File: config.mk
export PLATFORM = sky130hd
export DESIGN_NAME = aes_key_schedule_ctrl
export DESIGN_NICKNAME = d
export VERILOG_FILES = /design/src/rtl/aes_key_schedule_ctrl.sv
export SDC_FILE = /design/constraint.sdc
export NUM_CORES = 2
export LEC_CHECK = 0
export BUFFER_PORTS_ARGS = -buffer_cell sky130_fd_sc_hd__buf_2
export CAP_MARGIN = 30
export CORE_ASPECT_RATIO = 0.9
export CORE_UTILIZATION = 60
export DETAILED_ROUTE_END_ITERATION = 16
export PLACE_DENSITY = 0.88
export SETUP_SLACK_MARGIN = 0.2
export SYNTH_ARGS = -nofsm -noshare
export SYNTH_HDL_FRONTEND = slang
export SYNTH_SLANG_ARGS = --single-unit
File: constraint.sdc
create_clock -name clk -period 12.1 [get_ports clk]
set_input_delay 0.605 -clock clk [delete_from_list [all_inputs] [get_ports clk]]
set_output_delay 0.605 -clock clk [all_outputs]
set_load 0.02 [all_outputs]
File: src/rtl/aes_key_schedule_ctrl.sv
// AES-128 round-key sequencer: walks the single-round expansion stage NR times,
// buffers rk[0..NR] and serves them through a registered indexed read port.
module aes_key_schedule_ctrl #(
    parameter int NR = 10
) (
    input  logic         clk,
    input  logic         reset,
    input  logic         key_load,
    input  logic [127:0] key,
    output logic         busy,
    output logic         ready,
    input  logic [3:0]   rk_idx,
    output logic [127:0] rk_out,
    output logic         rk_valid,
    output logic         ks_expand_en,
    output logic [3:0]   ks_count,
    output logic [127:0] ks_key_in,
    input  logic [127:0] ks_key_out
);

    typedef enum logic [1:0] {IDLE, ISSUE, CAPTURE, DONE} state_t;

    localparam logic [3:0] NR_L = 4'(NR);

    state_t         state_q, state_d;
    logic [3:0]     rnd_q, rnd_d;
    logic [127:0]   cur_key_q, cur_key_d;
    logic [127:0]   rk_q [0:NR];
    logic [127:0]   rk_d [0:NR];
    logic [127:0]   rk_out_q, rk_out_d;
    logic           rk_valid_q, rk_valid_d;
    logic [127:0]   rd_data;
    logic           rd_hit;

    // A key_load in any state restarts the schedule; any partial schedule is simply overwritten.
    always_comb begin
        state_d   = state_q;
        rnd_d     = rnd_q;
        cur_key_d = cur_key_q;
        rk_d      = rk_q;
        case (state_q)
            ISSUE: state_d = CAPTURE;
            CAPTURE: begin
                for (int i = 1; i <= NR; i++) begin
                    if (rnd_q == 4'(i)) rk_d[i] = ks_key_out;
                end
                cur_key_d = ks_key_out;
                if (rnd_q == NR_L) begin
                    state_d = DONE;
                end else begin
                    rnd_d   = rnd_q + 4'd1;
                    state_d = ISSUE;
                end
            end
            default: ;
        endcase
        if (key_load) begin
            rk_d[0]   = key;
            cur_key_d = key;
            rnd_d     = 4'd1;
            state_d   = ISSUE;
        end
    end

    always_comb begin
        rd_hit  = ready && (rk_idx <= NR_L);
        rd_data = '0;
        for (int i = 0; i <= NR; i++) begin
            if (rk_idx == 4'(i)) rd_data = rk_q[i];
        end
        rk_out_d   = rd_hit ? rd_data : '0;
        rk_valid_d = rd_hit;
    end

    always_ff @(posedge clk) begin
        if (reset) begin
            state_q    <= IDLE;
            rnd_q      <= '0;
            cur_key_q  <= '0;
            rk_out_q   <= '0;
            rk_valid_q <= 1'b0;
        end else begin
            state_q    <= state_d;
            rnd_q      <= rnd_d;
            cur_key_q  <= cur_key_d;
            rk_out_q   <= rk_out_d;
            rk_valid_q <= rk_valid_d;
        end
    end

    // Buffer needs no reset: its contents are masked by ready until a full schedule is stored.
    always_ff @(posedge clk) begin
        rk_q <= rk_d;
    end

    assign busy         = (state_q == ISSUE) || (state_q == CAPTURE);
    assign ready        = (state_q == DONE);
    assign ks_expand_en = (state_q == ISSUE);
    assign ks_count     = busy ? rnd_q : 4'd0;
    assign ks_key_in    = busy ? cur_key_q : 128'd0;
    assign rk_out       = rk_out_q;
    assign rk_valid     = rk_valid_q;

endmodule

==> impl_metrics.json <==
{
  "drc": 0,
  "drive_gt1_share_pct": 19.4,
  "syn_inst": 4681,
  "outcome": "complete, no violations",
  "finalMaxSlewViolations": 0,
  "hp-class": "input port to flop",
  "drt_iter0_markers": 6956,
  "critPathLaunchType": "flop",
  "firstDrtPassIters": 8,
  "cts_tree": "done",
  "cts.path.max_buffers": 3,
  "finalSetupTns_ns": 0,
  "syn-mean-instance-area_um2": 14.0,
  "fillers": 6586,
  "wl_met2_mm": 92.3,
  "rows": 114,
  "period_needed_ns": 4.46,
  "final_common_cell": "edfxtp_1",
  "htree_levels": 4,
  "critPathCaptureType": "output pin",
  "vias": 45489,
  "synthFlopType": "edfxtp_1",
  "grt_max_degree": 190,
  "post-cts-setup-buffer-count": 0,
  "die_x_um": 351,
  "fin_hold_ws_ns": 0.0216,
  "wl_met3_mm": 25.3,
  "cts_resized": 0,
  "die_area_um2": 111000,
  "antenna_left": 0,
  "antenna_found_initial": 36,
  "critPathRequiredTime_ns": 11.49,
  "wl_met1_mm": 66.8,
  "yosys.area.top_type_share_pct": 64.3,
  "ys_seq_area_share_pct": 72.3,
  "grt-ovfl-total": 0,
  "top_layer": "met5",
  "ir_worst_vdd_v": 0.000148,
  "gr-usage-all-layers_pct": 34.4,
  "ioPinCount": 527,
  "slew_headroom_pct": 11.2,
  "tightest_slew_ns": 1.33,
  "core_area_um2": 108000,
  "async_flop_share_pct": 0,
  "hold_viol_final": 0,
  "synth.net_count": 4951,
  "dp_hpwl_mm": 106,
  "netlist_area_um2": 65800,
  "max_freq_ghz": 0.224,
  "grt_pass1_vias": 44913,
  "finalWirelength_mm": 195,
  "cts_num_sinks": 1671,
  "post-route-util_pct": 69.7,
  "yosysUniqueCellTypes": 63,
  "synth_area_leader_cell": "edfxtp_1",
  "crit_fanout": 69,
  "setup_violations": 0,
  "gp_congestion": 0.835,
  "powerDensity_nw_per_um2": 160,
  "p_leak_nw": 25.2,
  "dpl_worst_slack_ns": 7.79,
  "rsz0062_at_grt": "no",
  "fin_worst_skew_ns": 0.0335,
  "start_util_pct": 60.9,
  "yosys_warnings": 0,
  "layout_worst_path_cycle_share_pct": 36.8,
  "finalWorstSetupSlack_ns": 7.64,
  "max_cap_viol_count": 0,
  "clockRootBuffer": "clkbuf_16",
  "ys_ff_latch": 1671,
  "synth_edf_count": 1408,
  "synthTopCellsByArea": "edfxtp_1 64%, dfxtp_1 8.0%, a21oi_1 4.1%, mux2_2 2.1%, nor2_1 2.1%",
  "cts_buffers": 157,
  "io_buffers": 526,
  "layout_common_cells": "1408 x edfxtp_1, 542 x a21oi_1, 520 x buf_2",
  "holdBufCountCts": 70,
  "syn_to_final_growth_pct": 14.5,
  "clk_pin_slew_worst_paths_ns": 0.06,
  "grt_pass1_wl_mm": 281,
  "nets": 5398,
  "clk-insertion-delay-late_ns": 0.79,
  "vias_per_cell": 6.76,
  "die_h_um": 316,
  "worst-endpoint-arrival_ns": 3.85,
  "worstSetupPathType": "flop to output pin",
  "wl_per_cell_um": 28.9
}
## worst paths after layout
kind / from / slack (ns) / cells after the start / end
max: state_q[0] / 7.64 / 5 / ks_key_in[115]
min: key[30] / 0.02 / 1 / rk_q[1310]
max reg2reg: state_q[0] / 8.30 / 6 / rk_q[211]
min reg2reg: rk_q[474] / 0.53 / 2 / rk_out[90]
## power by group
| group | internal, mW | switching, mW |
|---|---|---|
| clock network | 2.74 | 2.17 |
| logic | 0.247 | 0.546 |
| registers | 6.31 | 0.0349 |
| total | 9.29 | 2.75 |
## critical path: stages, from the launching register on
cell and delay [ns]:
dfxtp_1 0.40, inv_1 0.11, ha_4 0.91, buf_4 0.86, nor2b_1 0.43, buf_2 0.28
## final cells by class
class                           instances  area, um^2  area share (%)
Clock buffer                          238        4500            5.98
Multi-Input combinational cell       2616       16600            22.1
Sequential cell                      1671       47500            63.1
Tap cell                             1450        1810            2.41
Antenna cell                           17        42.5          0.0565
Clock inverter                         56         579           0.769
Timing Repair Buffer                  671        4150            5.52
Inverter                               11        56.3          0.0748
## through the flow
| stage | area [um^2] | total power, mW | cells |
|---|---|---|---|
| after floorplan | 65800 | 6.89 | 4681 |
| after global placement | 69300 | 7.17 | 6339 |
| after detailed placement | 69400 | 7.20 | 6344 |
| after CTS | 75100 | 12.0 | 6708 |
| after global routing | 75300 | 12.3 | 6723 |
| final | 75300 | 12.0 | 6730 |
## logic make-up after synthesis
kind of cell	Yosys count	share of synthesized area (%)
flip-flops	1671	72.3
multiplexers	264	4.37
XOR/XNOR	3	0.0400
AND/OR/NAND/NOR	939	6.55
buffers and inverters	394	2.68
AO/OA/AOI/OAI	1403	13.9
adder cells (fa/ha/maj)	7	0.133
## flip-flops by register name (all words and copies together) (netlist names)
register and flops:
cur_key_q 128, rnd_q 4, rk_q 1408, state_q 2
rk_valid 1, rk_out 128
## cell usage after synthesis (21+ instances only)
cell type / n
a211o_1: 102
a211oi_1: 31
a21boi_0: 21
a21oi_1: 542
a221oi_1: 129
a31oi_1: 85
buf_1: 27
buf_2: 94
clkbuf_1: 239
dfxtp_1: 263
edfxtp_1: 1408
mux2_2: 124
mux2i_1: 134
nand2_1: 253
nand2b_1: 42
nor2_1: 363
nor2b_1: 160
nor3_1: 27
o21ai_0: 254
o221ai_1: 113
o221ai_2: 31
or3_1: 68
## per-layer routing
layer,track usage [%],vias up
li1,-,18903
met1,43.1,22174
met2,54.3,3694
met3,9.80,684
met4,19.4,34
met5,0,-
Power figures use the tool's default switching activity.
